**src/rtl/apb_fifo_slave.sv**
```systemverilog
// APB completer owning a small transmit FIFO. The master pushes words via
// APB writes to DATA; a hardware consumer drains them over valid/ready.
// CTRL/STATUS registers expose flush, overflow clear, interrupt enable,
// occupancy and a sticky overflow flag. WAIT_CYCLES inserts ACCESS wait states.
module apb_fifo_slave #(
    parameter int DEPTH       = 8,
    parameter int WAIT_CYCLES = 0
) (
    input  logic        PCLK,
    input  logic        PRESET,
    input  logic [31:0] PADDR,
    input  logic        PWRITE,
    input  logic        PENABLE,
    input  logic        PSEL,
    input  logic [31:0] PWDATA,
    output logic [31:0] PRDATA,
    output logic        PREADY,
    output logic        o_valid,
    output logic [31:0] o_data,
    input  logic        o_ready,
    output logic        irq
);

    localparam int              AW        = $clog2(DEPTH);
    localparam int              CW        = AW + 1;
    localparam logic [2:0]      WAIT_LAST = 3'(WAIT_CYCLES);
    localparam logic [CW-1:0]   FULL_CNT  = CW'(DEPTH);

    localparam logic [2:0] REG_CTRL   = 3'd0;
    localparam logic [2:0] REG_STATUS = 3'd1;
    localparam logic [2:0] REG_DATA   = 3'd2;

    typedef enum logic [1:0] {
        IDLE,
        SETUP,
        ACCESS
    } state_t;

    state_t         state_q;
    state_t         state_nxt;
    state_t         phase;
    logic [2:0]     wait_q;
    logic [2:0]     wait_nxt;

    logic [31:0]    mem [DEPTH];
    logic [AW-1:0]  wr_ptr_q;
    logic [AW-1:0]  rd_ptr_q;
    logic [CW-1:0]  count_q;
    logic           ovf_q;
    logic           ie_q;

    logic [2:0]     reg_idx;
    logic           commit;
    logic           wr_ctrl;
    logic           wr_data;
    logic           flush;
    logic           ovf_clr;
    logic           empty;
    logic           full;
    logic           push;
    logic           pop;
    logic           ovf_set;
    logic [3:0]     cnt4;
    logic [31:0]    status;
    logic           unused_addr_bits;

    assign reg_idx          = PADDR[4:2];
    assign unused_addr_bits = ^{PADDR[31:5], PADDR[1:0]};

    // The transfer commits exactly once: the ACCESS cycle that raises PREADY.
    assign commit  = PSEL && PENABLE && PREADY;
    assign wr_ctrl = commit && PWRITE && (reg_idx == REG_CTRL);
    assign wr_data = commit && PWRITE && (reg_idx == REG_DATA);
    assign flush   = wr_ctrl && PWDATA[0];
    assign ovf_clr = wr_ctrl && PWDATA[1];

    // Full/empty come from the pre-cycle count, so a push at full is dropped
    // even when the consumer pops in the same cycle.
    assign empty   = (count_q == '0);
    assign full    = (count_q == FULL_CNT);
    assign push    = wr_data && !full;
    assign ovf_set = wr_data && full;
    assign pop     = !empty && o_ready;

    assign o_valid = !empty;
    assign o_data  = empty ? 32'h0 : mem[rd_ptr_q];
    assign irq     = ie_q && (empty || ovf_q);

    assign cnt4    = 4'(count_q);
    assign status  = {24'h0, cnt4, 1'b0, ovf_q, full, empty};

    // Bus FSM state and wait-state counter.
    always_ff @(posedge PCLK or posedge PRESET) begin
        if (PRESET) begin
            state_q <= IDLE;
            wait_q  <= 3'd0;
        end else begin
            state_q <= state_nxt;
            wait_q  <= wait_nxt;
        end
    end

    // Next state and PREADY. The setup phase is recognised directly from IDLE
    // (PSEL && !PENABLE) so a zero-wait transfer completes in two cycles and
    // a new setup may immediately follow the PREADY cycle.
    always_comb begin
        state_nxt = state_q;
        wait_nxt  = wait_q;
        PREADY    = 1'b0;
        phase     = state_q;
        if (state_q == IDLE && PSEL && !PENABLE) begin
            phase = SETUP;
        end
        case (phase)
            IDLE: begin
                wait_nxt = 3'd0;
            end
            SETUP: begin
                wait_nxt  = 3'd0;
                state_nxt = PSEL ? ACCESS : IDLE;
            end
            ACCESS: begin
                if (!PSEL) begin
                    state_nxt = IDLE;
                    wait_nxt  = 3'd0;
                end else if (wait_q == WAIT_LAST) begin
                    PREADY    = 1'b1;
                    state_nxt = IDLE;
                    wait_nxt  = 3'd0;
                end else begin
                    wait_nxt  = wait_q + 3'd1;
                end
            end
            default: begin
                state_nxt = IDLE;
                wait_nxt  = 3'd0;
            end
        endcase
    end

    // FIFO storage; contents need no reset because o_data is masked while empty.
    always_ff @(posedge PCLK) begin
        if (push && !flush) begin
            mem[wr_ptr_q] <= PWDATA;
        end
    end

    // FIFO pointers and occupancy; flush overrides any same-cycle push or pop.
    always_ff @(posedge PCLK or posedge PRESET) begin
        if (PRESET) begin
            wr_ptr_q <= '0;
            rd_ptr_q <= '0;
            count_q  <= '0;
        end else if (flush) begin
            wr_ptr_q <= '0;
            rd_ptr_q <= '0;
            count_q  <= '0;
        end else begin
            if (push) begin
                wr_ptr_q <= wr_ptr_q + AW'(1);
            end
            if (pop) begin
                rd_ptr_q <= rd_ptr_q + AW'(1);
            end
            if (push && !pop) begin
                count_q <= count_q + CW'(1);
            end else if (pop && !push) begin
                count_q <= count_q - CW'(1);
            end
        end
    end

    // Sticky overflow (set beats clear) and interrupt enable.
    always_ff @(posedge PCLK or posedge PRESET) begin
        if (PRESET) begin
            ovf_q <= 1'b0;
            ie_q  <= 1'b0;
        end else begin
            if (ovf_set) begin
                ovf_q <= 1'b1;
            end else if (ovf_clr) begin
                ovf_q <= 1'b0;
            end
            if (wr_ctrl) begin
                ie_q <= PWDATA[2];
            end
        end
    end

    // Read mux; driven only during the access phase, zero otherwise.
    always_comb begin
        PRDATA = 32'h0;
        if (PSEL && PENABLE) begin
            case (reg_idx)
                REG_CTRL:   PRDATA[2] = ie_q;
                REG_STATUS: PRDATA    = status;
                REG_DATA:   PRDATA    = o_data;
                default:    PRDATA    = 32'h0;
            endcase
        end
    end

endmodule

```
**config.mk**
```make
export PLATFORM = sky130hd
export DESIGN_NAME = apb_fifo_slave
export DESIGN_NICKNAME = d
export VERILOG_FILES = /design/src/rtl/apb_fifo_slave.sv
export SDC_FILE = /design/constraint.sdc
export NUM_CORES = 1
export LEC_CHECK = 0
export ABC_AREA = 1
export CAP_MARGIN = 10
export CORE_AREA = 2 2 172 174
export DETAILED_ROUTE_END_ITERATION = 16
export DIE_AREA = 0 0 174 176
export SETUP_SLACK_MARGIN = 0.2
export SLEW_MARGIN = 20
export SYNTH_ARGS = -nofsm -noshare
export SYNTH_HDL_FRONTEND = slang
export SYNTH_SLANG_ARGS = --single-unit
```
**constraint.sdc**
```tcl
create_clock -name PCLK -period 7.8 [get_ports PCLK]
set_input_delay 1.56 -clock PCLK [delete_from_list [all_inputs] [get_ports PCLK]]
set_output_delay 1.56 -clock PCLK [all_outputs]
set_load 0.01 [all_outputs]
```
# ---- Word level (Yosys, flattened, before mapping)
# Memory sizes are Yosys's and may differ from the RTL's.
# Index checks and enable logic that the tools add are counted.
dict set report classes {
  addsub 5
  n_bitwise 1
  n_reduce_logical 33
  muxes 27
  eq_ne 6
}
# op n
set ops {}
lappend ops {{$mux 32} 2}
lappend ops {{$pmux 29 s2} 1}
lappend ops {{$mux 3} 7}
lappend ops {{$logic_and 1x1->1} 16}
lappend ops {{$mux 4} 3}
lappend ops {{$add 3x1->3 const B} 3}
lappend ops {{$mux 2} 4}
lappend ops {{$mux 1} 7}
lappend ops {{$logic_not 1->1} 6}
lappend ops {{$logic_not 3->1} 2}
lappend ops {{$pmux 2 s3} 1}
lappend ops {{$reduce_bool 2->1} 3}
lappend ops {{$add 4x1->4 const B} 1}
lappend ops {{$eq 4x4->1 const B} 1}
lappend ops {{$logic_not 2->1} 2}
lappend ops {{$logic_not 4->1} 1}
lappend ops {{$pmux 2 s2} 1}
lappend ops {{$sub 4x1->4 const B} 1}
lappend ops {{$eq 3x1->1 const B} 1}
lappend ops {{$eq 3x2->1 const B} 1}
lappend ops {{$ne 3x3->1 const B} 1}
lappend ops {{$pmux 1 s3} 1}
lappend ops {{$reduce_bool 3->1} 1}
lappend ops {{$eq 2x1->1 const B} 1}
lappend ops {{other kinds (4)} 4}
dict set report word_totals {
  n_memories 1
  ff_bits 17
  ramBits 256
  word_cells 80
  inputBits 70
  output_inout_bits 67
}
# memory depth word_bits rd rd_clocked_by_memory_dff write_ports line
set memory_table {}
lappend memory_table {mem 8 32 1 0 1 45} ;# logic [31:0] mem [DEPTH];

# ---- Logic depth before layout (Yosys ltp)
# Gate-level depths: netlist (run 1).
dict set report depth {
  ltp_word 15
  depth_mapped 17
  depth_no_buf 17
}

# ---- Worst setup path before layout (run 1)
# OpenSTA, ideal clock, no wires.
dict set report synth_timing {
  path_type {input-to-reg}
  start {input port PADDR[2]}
  end {memory mem[4][0], enable pin}
  required_ps 7339
  path_stages 5
  setup_ps 461
  path_buffers 0
  setup_slack_ps 2920
  t_arrival_ps 4419
  cell_sequence {nor3b_2 -> nand3_2 -> inv_2 -> nand2_1 -> nor3_1}
}
dict set report synth_between {
  elab_chain_cells 7
  elab_cells_between_ends 10
  classes_between {eq/ne (1); mux (2); reduce/logical (7)}
}
# item line
set synth_rtl {}
lappend synth_rtl {{from (decl)} 11} ;# input logic [31:0] PADDR,
lappend synth_rtl {{$logic_not 3->1} 72} ;# assign wr_ctrl = commit && PWRITE && (reg_idx == REG_CTRL);
lappend synth_rtl {{$logic_and 1x1->1} 72}
lappend synth_rtl {{$logic_and 1x1->1} 74} ;# assign flush = wr_ctrl && PWDATA[0];
lappend synth_rtl {{$logic_not 1->1} 143} ;# if (push && !flush) begin
lappend synth_rtl {{$logic_and 1x1->1 (*)} 143}
lappend synth_rtl {{$mux 1 (*)} 143}
lappend synth_rtl {{$mux 1 (not written as such) (*)} 144} ;# mem[wr_ptr_q] <= PWDATA;
lappend synth_rtl {{to (decl)} 45}
# Mark *: on every way between the ends. The rest lies on a longest branch, timed or not.

# ---- Worst setup path after layout (run 1)
dict set report layout_timing {
  start {register rd_ptr_q[0]}
  end {output port PRDATA[0]}
}
dict set report layout_between {
  elab_chain_cells 4
}
# item line
set layout_rtl {}
lappend layout_rtl {{from (decl)} 47} ;# logic [AW-1:0] rd_ptr_q;
lappend layout_rtl {{from (signal assigned)} 163} ;# rd_ptr_q <= rd_ptr_q + AW'(1);
lappend layout_rtl {{$mem_v2 8x32} n/a}
lappend layout_rtl {{$mux 32} 86} ;# assign o_data = empty ? 32'h0 : mem[rd_ptr_q];
lappend layout_rtl {{$pmux 2 s2} 194} ;# case (reg_idx)
lappend layout_rtl {{$mux 32} 193} ;# if (PSEL && PENABLE) begin
lappend layout_rtl {{to (decl)} 16} ;# output logic [31:0] PRDATA,
# Every way passes these cells.

==> impl_results.html, run 1 <==
<table>
<tr><th>Metric</th><th>Value</th></tr>
<tr><th colspan="2">Status</th></tr>
<tr><td>Run status</td><td>complete, no violations</td></tr>
<tr><th colspan="2">Power</th></tr>
<tr><td>Switch share</td><td>0.340</td></tr>
<tr><td>Switching power summed over all nets</td><td>between 0.0015 and 0.002 W</td></tr>
<tr><td>Clock network fraction of total power</td><td>0.269</td></tr>
<tr><td>Total power consumption of the routed design</td><td>around 0.0046 W</td></tr>
<tr><td>Leakage power</td><td>4.64 nW</td></tr>
<tr><td>PD cells</td><td>between 300 and 400 nW/um^2</td></tr>
<tr><td>Power share of the combinational group</td><td>0.371</td></tr>
<tr><td>Sequential Power Share</td><td>0.360</td></tr>
<tr><td>Pint</td><td>approximately 0.003 W</td></tr>
<tr><td>Max IR drop VDD</td><td>0.000244 V</td></tr>
<tr><th colspan="2">Critical path</th></tr>
<tr><td>Buf/Inv on CP</td><td>3</td></tr>
<tr><td>Critical Path Start</td><td>rd_ptr_q[0]</td></tr>
<tr><td>Required time at the endpoint of the critical path</td><td>roughly 6.2 ns</td></tr>
<tr><td>Delay of the slowest cell on the worst path</td><td>about 0.69 ns</td></tr>
<tr><td>R2r startpoint</td><td>cnt4[0]</td></tr>
<tr><td>Maximum fanout along the worst path</td><td>between 70 and 80</td></tr>
<tr><td>Critical path endpoint</td><td>PRDATA[0]</td></tr>
<tr><td>CP arrival</td><td>approximately 3.8 ns</td></tr>
<tr><td>Cell depth of the worst flop-to-flop path</td><td>13</td></tr>
<tr><td>Crit-path slowest cell</td><td>sky130_fd_sc_hd__buf_4</td></tr>
<tr><td>Cell-by-cell trace of the critical path</td><td>clkinv_2 -&gt; buf_4 -&gt; o21ai_0 -&gt; o211ai_1 -&gt; nand3_1 -&gt; o21ai_1 -&gt; clkdlybuf4s50_1</td></tr>
<tr><td>Worst r2r dst</td><td>cnt4[3]</td></tr>
<tr><td>Number of logic stages on the critical path including buffering</td><td>7</td></tr>
<tr><td>Classification of the worst setup path</td><td>register to primary output</td></tr>
<tr><td>Category of the worst setup path launch point</td><td>register</td></tr>
<tr><td>Reg2reg setup slack</td><td>approximately 4.7 ns</td></tr>
<tr><td>Family of cells with the greatest summed delay on the critical path</td><td>buffers and inverters</td></tr>
<tr><td>Crit path capture type</td><td>primary output</td></tr>
<tr><th colspan="2">Synth</th></tr>
<tr><td>Area fraction in compound gates after synthesis</td><td>0.121</td></tr>
<tr><td>Yosys Warn Count</td><td>0</td></tr>
<tr><td>Post-synth cell types</td><td>30</td></tr>
<tr><td>Synthesized flop and latch total</td><td>around 270</td></tr>
<tr><td>Fraction of the yosys area taken by sequential cells</td><td>0.715</td></tr>
<tr><td>Synthesized area per cell</td><td>between 10 and 15 sq um</td></tr>
<tr><td>Multiplexer share of the synthesized area</td><td>0</td></tr>
<tr><td>Post-Syn Area</td><td>roughly 11,000 sq um</td></tr>
<tr><td>Post-Synth Simple-Gate Area</td><td>0.112</td></tr>
<tr><td>XOR/XNOR Fraction of Synth Area</td><td>0.00155</td></tr>
<tr><td>Largest family of logic cells by synthesized area</td><td>compound AO/OA/AOI/OAI gates</td></tr>
<tr><td>Gate count of the mapped netlist</td><td>between 900 and 1,000</td></tr>
<tr><td>Fraction of the mapped netlist area in adder cells</td><td>0.00841</td></tr>
<tr><td>Synth Net Count</td><td>between 1,000 and 1,500</td></tr>
<tr><th colspan="2">Placement</th></tr>
<tr><td>Pre-CTS setup slack</td><td>roughly 2.6 ns</td></tr>
<tr><td>Placer Congestion</td><td>0.762</td></tr>
<tr><td>IO buf count</td><td>107</td></tr>
<tr><td>Detailed placer's ending HPWL</td><td>approximately 14,000 um</td></tr>
<tr><td>Area after detailed placement</td><td>approximately 13,000 sq um</td></tr>
<tr><th colspan="2">Global route</th></tr>
<tr><td>Global-route wire length before repair</td><td>39,400 um</td></tr>
<tr><td>Vias in the first global route</td><td>about 7,200</td></tr>
<tr><td>Pin count of the biggest net entering global routing</td><td>roughly 100</td></tr>
<tr><td>Overall Global Routing Usage</td><td>0.165</td></tr>
<tr><td>Number of antenna violations at the first check in global routing</td><td>0</td></tr>
<tr><td>Total grt overflow</td><td>0</td></tr>
<tr><th colspan="2">Finish</th></tr>
<tr><td>Synthesis-to-finish area growth</td><td>20.6%</td></tr>
<tr><td>Cell area after layout</td><td>13,600 sq um</td></tr>
<tr><td>Fraction of layout instances using a drive strength above 1</td><td>0.0797</td></tr>
<tr><td>Layout fillers</td><td>2,561</td></tr>
<tr><td># diodes</td><td>0</td></tr>
<tr><td>Layout net count</td><td>around 1,100</td></tr>
<tr><td>Leading cell type in the layout, fill and taps excluded</td><td>sky130_fd_sc_hd__edfxtp_1</td></tr>
<tr><td>Commonest cells after routing, fill and taps aside</td><td>256 x sky130_fd_sc_hd__edfxtp_1, 227 x sky130_fd_sc_hd__nor2_1, 130 x sky130_fd_sc_hd__o21ai_0, 107 x sky130_fd_sc_hd__clkdlybuf4s50_1, 64 x sky130_fd_sc_hd__o211ai_1</td></tr>
<tr><th colspan="2">Timing</th></tr>
<tr><td>Setup skew after layout</td><td>between 0.007 and 0.008 ns</td></tr>
<tr><td>Setup Viol. Count Final</td><td>0</td></tr>
<tr><td>FMAX</td><td>187 MHz</td></tr>
<tr><td>Max_slew headroom</td><td>0.250</td></tr>
<tr><td>Actual slew at the worst max-slew pin</td><td>about 1.1 ns</td></tr>
<tr><td>Minimum clock period after layout</td><td>5.34 ns</td></tr>
<tr><td>Fin Hold WS</td><td>between 0.4 and 0.5 ns</td></tr>
<tr><td>Max Transition Viols Final</td><td>0</td></tr>
<tr><td>Least setup slack across all paths after layout</td><td>between 2 and 2.5 ns</td></tr>
<tr><td>Period utilisation layout</td><td>0.684</td></tr>
<tr><td>Accumulated negative setup slack</td><td>0 ns</td></tr>
<tr><td>Setup repair after global routing missed its margin</td><td>false</td></tr>
<tr><td>Fin. Hold Viols</td><td>0</td></tr>
<tr><th colspan="2">Die</th></tr>
<tr><td>Core area</td><td>28,500 sq um</td></tr>
<tr><td>Vertical die dimension</td><td>176 um</td></tr>
<tr><td>Die Footprint</td><td>between 30,000 and 40,000 sq um</td></tr>
<tr><td>Die Wd</td><td>roughly 170 um</td></tr>
<tr><td>Floorplan row count</td><td>62</td></tr>
<tr><td>Effective utilization at floorplan</td><td>0.396</td></tr>
<tr><td>Number of top-level pins</td><td>around 140</td></tr>
<tr><th colspan="2">Drt</th></tr>
<tr><td>Avg WL per Cell</td><td>roughly 18 um</td></tr>
<tr><td>Residual antenna-violating net count after detailed routing</td><td>0</td></tr>
<tr><td>Via Count</td><td>7,306</td></tr>
<tr><td>Wire length reported by the detailed router</td><td>approximately 25,000 um</td></tr>
<tr><td>DRC viols</td><td>0</td></tr>
<tr><td>Vias/cell</td><td>5.08</td></tr>
<tr><td>DRT iter0 DRCs</td><td>601</td></tr>
<tr><td>Router iterations before antenna repair</td><td>4</td></tr>
<tr><th colspan="2">Worst hold path</th></tr>
<tr><td>Tightest Hold Check Type</td><td>register to register</td></tr>
<tr><th colspan="2">Clock tree</th></tr>
<tr><td>Post CTS Setup Buffer Count</td><td>0</td></tr>
<tr><td>H-Tree Level Count</td><td>1</td></tr>
<tr><td>Root cell of the clock tree</td><td>sky130_fd_sc_hd__clkbuf_16</td></tr>
<tr><td>Clock tree from TritonCTS</td><td>done</td></tr>
<tr><td>Cells resized by post-CTS repair</td><td>0</td></tr>
<tr><td>Clk slew on worst S/H paths</td><td>about 0.06 ns</td></tr>
<tr><td>Total clock buffers created by CTS</td><td>28</td></tr>
<tr><td>Clock Sink Count</td><td>272</td></tr>
<tr><td>Clock Path Buffers</td><td>3</td></tr>
<tr><td>Clock Latency Late Sink</td><td>0.53 ns</td></tr>
<tr><td>Number of buffers inserted for hold repair after clock tree synthesis</td><td>0</td></tr>
<tr><th colspan="2">Flow run</th></tr>
<tr><td>Number of violations of the max-capacitance limit</td><td>0</td></tr>
</table>
[power by group through the flow]
stage                     clock [W]  sequential, W  combinational (W)
after global placement            0        0.00170            0.00171
after global routing        0.00133        0.00167            0.00191
after floorplan                   0        0.00167            0.00110
final                       0.00125        0.00167            0.00171
after CTS                   0.00127        0.00167            0.00174
after detailed placement          0        0.00170            0.00174
[routing by layer]
layer / vias up / track usage / wire, um / part of all wire
met2: 157 / 0.286 / 12400 / 0.49
met3: 31 / 0.0254 / 1200 / 0.047
met4: 0 / 0.0392 / 436 / 0.017
met5: - / 0 / 0 / 0
li1: 3544 / - / - / -
met1: 3574 / 0.220 / 11300 / 0.45
[Yosys cell counts]
library cell / instances / area [sq um]
sky130_fd_sc_hd__a21oi_1: 8 / 40.0
sky130_fd_sc_hd__and3_1: 7 / 43.8
sky130_fd_sc_hd__buf_1: 1 / 3.75
sky130_fd_sc_hd__buf_2: 18 / 90.1
sky130_fd_sc_hd__buf_4: 9 / 67.6
sky130_fd_sc_hd__buf_6: 1 / 11.3
sky130_fd_sc_hd__clkbuf_1: 25 / 93.8
sky130_fd_sc_hd__clkbuf_2: 2 / 10.0
sky130_fd_sc_hd__dfrtp_1: 16 / 400
sky130_fd_sc_hd__edfxtp_1: 256 / 7690
sky130_fd_sc_hd__fa_1: 1 / 20.0
sky130_fd_sc_hd__ha_1: 6 / 75.1
sky130_fd_sc_hd__inv_1: 45 / 169
sky130_fd_sc_hd__inv_2: 6 / 22.5
sky130_fd_sc_hd__nand2_1: 36 / 135
sky130_fd_sc_hd__nand2_2: 5 / 31.3
sky130_fd_sc_hd__nand3_1: 16 / 80.1
sky130_fd_sc_hd__nand3_2: 2 / 20.0
sky130_fd_sc_hd__nand3b_1: 1 / 7.51
sky130_fd_sc_hd__nand4_2: 1 / 12.5
sky130_fd_sc_hd__nor2_1: 227 / 852
sky130_fd_sc_hd__nor2_2: 1 / 6.26
sky130_fd_sc_hd__nor2_4: 2 / 22.5
sky130_fd_sc_hd__nor3_1: 9 / 45.0
sky130_fd_sc_hd__nor3b_2: 1 / 12.5
sky130_fd_sc_hd__o211ai_1: 64 / 480
sky130_fd_sc_hd__o21ai_0: 130 / 651
sky130_fd_sc_hd__o21ai_1: 38 / 190
sky130_fd_sc_hd__o31ai_1: 1 / 7.51
sky130_fd_sc_hd__xnor2_1: 2 / 17.5
[metrics by stage]
| stage | utilization | cells |
|---|---|---|
| finish | 0.478 | 1438 |
| global route | 0.478 | 1438 |
| CTS | 0.477 | 1438 |
| detailed placement | 0.447 | 1391 |
| global placement | 0.447 | 1391 |
| floorplan | - | 937 |
[sequential cells by signal, summed over array words and instances, names as in the netlist]
register / flops
cnt4: 4
wr_ptr_q: 3
rd_ptr_q: 3
state_q: 1
ie_q: 1
wait_q: 3
mem: 256
ovf_q: 1
[logic make-up after synthesis]
| kind of cell | count (synthesis) |
|---|---|
| AOI/OAI and AO/OA | 241 |
| xor gates and xnor gates | 2 |
| adders and majority gates | 7 |
| buffers and inverters | 107 |
| DFF | 272 |
| and+or+nand+nor | 308 |
[worst reg2reg max path, stage by stage, from the launching register on]
cell and delay [ns]:
sky130_fd_sc_hd__dfrtp_1 0.45, sky130_fd_sc_hd__nor2_2 0.22, sky130_fd_sc_hd__nand2_2 0.67, sky130_fd_sc_hd__nand2_2 0.43
sky130_fd_sc_hd__nand4_2 0.23, sky130_fd_sc_hd__ha_1 0.37, sky130_fd_sc_hd__a21oi_1 0.19, sky130_fd_sc_hd__nand3_1 0.09
sky130_fd_sc_hd__nand2_1 0.09, sky130_fd_sc_hd__inv_1 0.04, sky130_fd_sc_hd__nand2_1 0.05, sky130_fd_sc_hd__nand2_1 0.06
sky130_fd_sc_hd__nand2_1 0.06, sky130_fd_sc_hd__nand2_1 0.04
[area by class of cell]
type,count,area [sq um],share of cell area
timing repair buffer,126,1220,0.0893
tap,384,480,0.0352
multi-input combinational,558,2800,0.205
inverter,51,193,0.0141
sequential,272,8090,0.594
clock buffer,36,752,0.0551
clock inverter,11,103,0.00752
[worst min path at each step]
| stage | startpoint | endpoint | depth (start not counted) |
|---|---|---|---|
| detailed placement | state_q[1] | state_q[1] | 1 |
| CTS | state_q[1] | state_q[1] | 1 |
| global route | state_q[1] | state_q[1] | 1 |
| finish | state_q[1] | state_q[1] | 1 |
| global placement | state_q[1] | state_q[1] | 1 |
| floorplan | state_q[1] | state_q[1] | 1 |
(Power assumes the default switching activity.)
==> run 2: changes to the inputs <==
==> constraint.sdc (replaced) <==
create_clock -name PCLK -period 5.1 [get_ports PCLK]
set_input_delay 1.02 -clock PCLK [delete_from_list [all_inputs] [get_ports PCLK]]
set_output_delay 1.02 -clock PCLK [all_outputs]
set_load 0.01 [all_outputs]
==> run 2 against run 1 <==
  * Combinational power increased by 51%
  * Power increased by 57%
  * Wire length decreased by 0.85%
  * Worst setup slack got worse by 1.7 ns
  * Cell area increased by 0.93%
  * Register-to-register slack got worse by 2.3 ns
  * Clock power increased by 65%
  * Sequential share of layout area decreased by 0.54 points
  * Sequential power increased by 55%
  * Largest cell class unchanged
  * Critical path type unchanged
  * Non-clock buffer count increased by 4
  * Critical path depth unchanged
  * Largest power group is now sequential cells
==> impl_results.html, run 2 (same netlist as run 1, synthesis figures left out) <==
<table>
<tr><th>Metric</th><th>Value</th></tr>
<tr><th colspan="2">Power</th></tr>
<tr><td>Sequential Power Share</td><td>0.358</td></tr>
<tr><td>Clock network fraction of total power</td><td>0.284</td></tr>
<tr><td>Switch share</td><td>0.335</td></tr>
<tr><td>Pint</td><td>~0.0048 W</td></tr>
<tr><td>PD cells</td><td>~530 nW/um^2</td></tr>
<tr><td>Switching power summed over all nets</td><td>roughly 0.0024 W</td></tr>
<tr><td>Max IR drop VDD</td><td>0.000265 V</td></tr>
<tr><td>Leakage power</td><td>between 4 and 5 nW</td></tr>
<tr><td>Power share of the combinational group</td><td>0.358</td></tr>
<tr><th colspan="2">Clock tree</th></tr>
<tr><td>Total clock buffers created by CTS</td><td>28</td></tr>
<tr><td>Clock Latency Late Sink</td><td>0.53 ns</td></tr>
<tr><td>Clock tree from TritonCTS</td><td>done</td></tr>
<tr><td>H-Tree Level Count</td><td>1</td></tr>
<tr><td>Clock Path Buffers</td><td>3</td></tr>
<tr><td>Clock Sink Count</td><td>between 200 and 300</td></tr>
<tr><td>Root cell of the clock tree</td><td>sky130_fd_sc_hd__clkbuf_16</td></tr>
<tr><td>Clk slew on worst S/H paths</td><td>around 0.06 ns</td></tr>
<tr><td>Post CTS Setup Buffer Count</td><td>0</td></tr>
<tr><td>Number of buffers inserted for hold repair after clock tree synthesis</td><td>0</td></tr>
<tr><td>Cells resized by post-CTS repair</td><td>0</td></tr>
<tr><th colspan="2">Critical path</th></tr>
<tr><td>Classification of the worst setup path</td><td>register to primary output</td></tr>
<tr><td>Cell-by-cell trace of the critical path</td><td>clkinv_2 -&gt; buf_12 -&gt; o21ai_0 -&gt; o21ai_1 -&gt; o211ai_1 -&gt; nor2_1 -&gt; clkdlybuf4s50_1</td></tr>
<tr><td>Required time at the endpoint of the critical path</td><td>approximately 4.1 ns</td></tr>
<tr><td>Crit-path slowest cell</td><td>sky130_fd_sc_hd__dfrtp_4</td></tr>
<tr><td>Category of the worst setup path launch point</td><td>register</td></tr>
<tr><td>Crit path capture type</td><td>primary output</td></tr>
<tr><td>Maximum fanout along the worst path</td><td>66</td></tr>
<tr><td>Delay of the slowest cell on the worst path</td><td>0.62 ns</td></tr>
<tr><td>CP arrival</td><td>about 3.4 ns</td></tr>
<tr><th colspan="2">Die</th></tr>
<tr><td>Core area</td><td>28,500 sq um</td></tr>
<tr><td>Floorplan row count</td><td>62</td></tr>
<tr><td>Number of top-level pins</td><td>about 140</td></tr>
<tr><td>Vertical die dimension</td><td>176 um</td></tr>
<tr><td>Die Footprint</td><td>just over 30,000 sq um</td></tr>
<tr><td>Effective utilization at floorplan</td><td>0.396</td></tr>
<tr><td>Die Wd</td><td>174 um</td></tr>
<tr><th colspan="2">Finish</th></tr>
<tr><td>Register with the highest flop count</td><td>mem</td></tr>
<tr><td>Leading cell type in the layout, fill and taps excluded</td><td>sky130_fd_sc_hd__edfxtp_1</td></tr>
<tr><td>Fraction of layout instances using a drive strength above 1</td><td>0.0847</td></tr>
<tr><td>Util after Layout</td><td>0.482</td></tr>
<tr><td>Synthesis-to-finish area growth</td><td>21.7%</td></tr>
<tr><td># diodes</td><td>0</td></tr>
<tr><td>Max FFs per register</td><td>256</td></tr>
<tr><td>Commonest cells after routing, fill and taps aside</td><td>256 x sky130_fd_sc_hd__edfxtp_1, 227 x sky130_fd_sc_hd__nor2_1, 130 x sky130_fd_sc_hd__o21ai_0, 107 x sky130_fd_sc_hd__clkdlybuf4s50_1, 64 x sky130_fd_sc_hd__o211ai_1</td></tr>
<tr><td>Layout net count</td><td>1,118</td></tr>
<tr><td>Area occupied by registers</td><td>between 8000 and 9000 sq um</td></tr>
<tr><td>Layout fillers</td><td>around 2,600</td></tr>
<tr><td>Multi-input logic area</td><td>about 2800 sq um</td></tr>
<tr><th colspan="2">Timing</th></tr>
<tr><td>Fin Hold WS</td><td>~0.46 ns</td></tr>
<tr><td>Period utilisation layout</td><td>0.857</td></tr>
<tr><td>Setup Viol. Count Final</td><td>0</td></tr>
<tr><td>Max Transition Viols Final</td><td>0</td></tr>
<tr><td>Actual slew at the worst max-slew pin</td><td>roughly 0.96 ns</td></tr>
<tr><td>Setup repair after global routing missed its margin</td><td>false</td></tr>
<tr><td>Setup skew after layout</td><td>between 0.015 and 0.02 ns</td></tr>
<tr><td>FMAX</td><td>about 230 MHz</td></tr>
<tr><td>Max_slew headroom</td><td>0.360</td></tr>
<tr><td>Minimum clock period after layout</td><td>4.37 ns</td></tr>
<tr><td>Fin. Hold Viols</td><td>0</td></tr>
<tr><td>Accumulated negative setup slack</td><td>0 ns</td></tr>
<tr><th colspan="2">Drt</th></tr>
<tr><td>Vias/cell</td><td>about 5</td></tr>
<tr><td>Residual antenna-violating net count after detailed routing</td><td>0</td></tr>
<tr><td>Router iterations before antenna repair</td><td>4</td></tr>
<tr><td>Via Count</td><td>between 7,000 and 8,000</td></tr>
<tr><td>Wire length reported by the detailed router</td><td>~25,000 um</td></tr>
<tr><td>DRT iter0 DRCs</td><td>~460</td></tr>
<tr><td>DRC viols</td><td>0</td></tr>
<tr><td>Avg WL per Cell</td><td>about 17 um</td></tr>
<tr><th colspan="2">Global route</th></tr>
<tr><td>Pin count of the biggest net entering global routing</td><td>80</td></tr>
<tr><td>Vias in the first global route</td><td>6,888</td></tr>
<tr><td>Total grt overflow</td><td>0</td></tr>
<tr><td>Global-route wire length before repair</td><td>38,600 um</td></tr>
<tr><td>Overall Global Routing Usage</td><td>0.161</td></tr>
<tr><td>Number of antenna violations at the first check in global routing</td><td>1</td></tr>
<tr><th colspan="2">Status</th></tr>
<tr><td>Run status</td><td>complete, no violations</td></tr>
<tr><th colspan="2">Placement</th></tr>
<tr><td>IO buf count</td><td>107</td></tr>
<tr><td>Detailed placer's ending HPWL</td><td>approximately 15,000 um</td></tr>
<tr><td>Placer Congestion</td><td>around 0.76</td></tr>
<tr><th colspan="2">Worst hold path</th></tr>
<tr><td>Tightest Hold Check Type</td><td>register to register</td></tr>
<tr><th colspan="2">Flow run</th></tr>
<tr><td>Number of violations of the max-capacitance limit</td><td>0</td></tr>
</table>
==> run 2: cell count changes in the layout (fill, tap and decap cells not counted) <==
cell	delta
sky130_fd_sc_hd__nor3_4	-1
sky130_fd_sc_hd__nand2_2	-1
sky130_fd_sc_hd__buf_12	+1
sky130_fd_sc_hd__nor3_2	+1
sky130_fd_sc_hd__clkinv_2	-2
sky130_fd_sc_hd__bufinv_16	+2
sky130_fd_sc_hd__nand2_4	+1
sky130_fd_sc_hd__clkinv_1	+4
sky130_fd_sc_hd__clkbuf_1	-1
sky130_fd_sc_hd__clkbuf_8	+2
sky130_fd_sc_hd__buf_6	-1
sky130_fd_sc_hd__buf_4	+4
==> run 2: metal layers <==
metal  track usage  up-vias  share of wire
li1              -     3555              -
met1         0.214     3535           0.45
met2         0.273      158           0.48
met3        0.0293       43          0.048
met4        0.0462        2          0.025
met5             0        -        0.00052
==> run 2: final timing paths <==
path / slack (ns) / cells past startpoint / endpoint / startpoint
max in group asynchronous: 3.66 / 2 / rd_ptr_q[0] / PRESET
worst max register to register: 2.38 / 13 / cnt4[3] / cnt4[0]
worst max-delay path: 0.73 / 7 / PRDATA[13] / rd_ptr_q[0]
worst min register to register: 0.46 / 1 / state_q[1] / state_q[1]
min in group asynchronous: 0.91 / 2 / ovf_q / PRESET
worst min-delay path: 0.46 / 1 / state_q[1] / state_q[1]
==> run 2: per-stage QoR <==
stage / total power [W] / area [sq um] / std cells / worst slack (ns)
2_1_floorplan: 0.00423 / 11300 / 937 / 0.760
5_1_grt: 0.00767 / 13800 / 1447 / 0.492
6_report: 0.00725 / 13800 / 1447 / 0.727
4_1_cts: 0.00733 / 13800 / 1447 / 0.683
3_3_place_gp: 0.00522 / 12800 / 1395 / 0.895
3_5_place_dp: 0.00526 / 12800 / 1395 / 0.842
==> run 2: critical path: cells and delay by family (launching register included) <==
| kind | cells | cell delay [ns] |
|---|---|---|
| buffers and inverters | 3 | 1.47 |
| AND/OR/NAND/NOR | 1 | 0.07 |
| AO/OA/AOI/OAI | 3 | 0.62 |
| flip-flops | 1 | 0.62 |
==> run 2: power groups by stage <==
| stage | registers [W] | logic (W) | clock network, W |
|---|---|---|---|
| 3_5_place_dp | 0.00264 | 0.00262 | 0 |
| 2_1_floorplan | 0.00255 | 0.00168 | 0 |
| 3_3_place_gp | 0.00264 | 0.00258 | 0 |
| 6_report | 0.00259 | 0.00259 | 0.00206 |
| 4_1_cts | 0.00259 | 0.00263 | 0.00210 |
| 5_1_grt | 0.00260 | 0.00289 | 0.00218 |
==> run 2: final cells by class <==
type                    count  share of cell area
clock inverters            15              0.0122
inverters                  51              0.0140
clock buffers              37              0.0564
repair buffers            130              0.0913
flip-flops and latches    272               0.588
well taps                 384              0.0349
multi-input cells         558               0.203
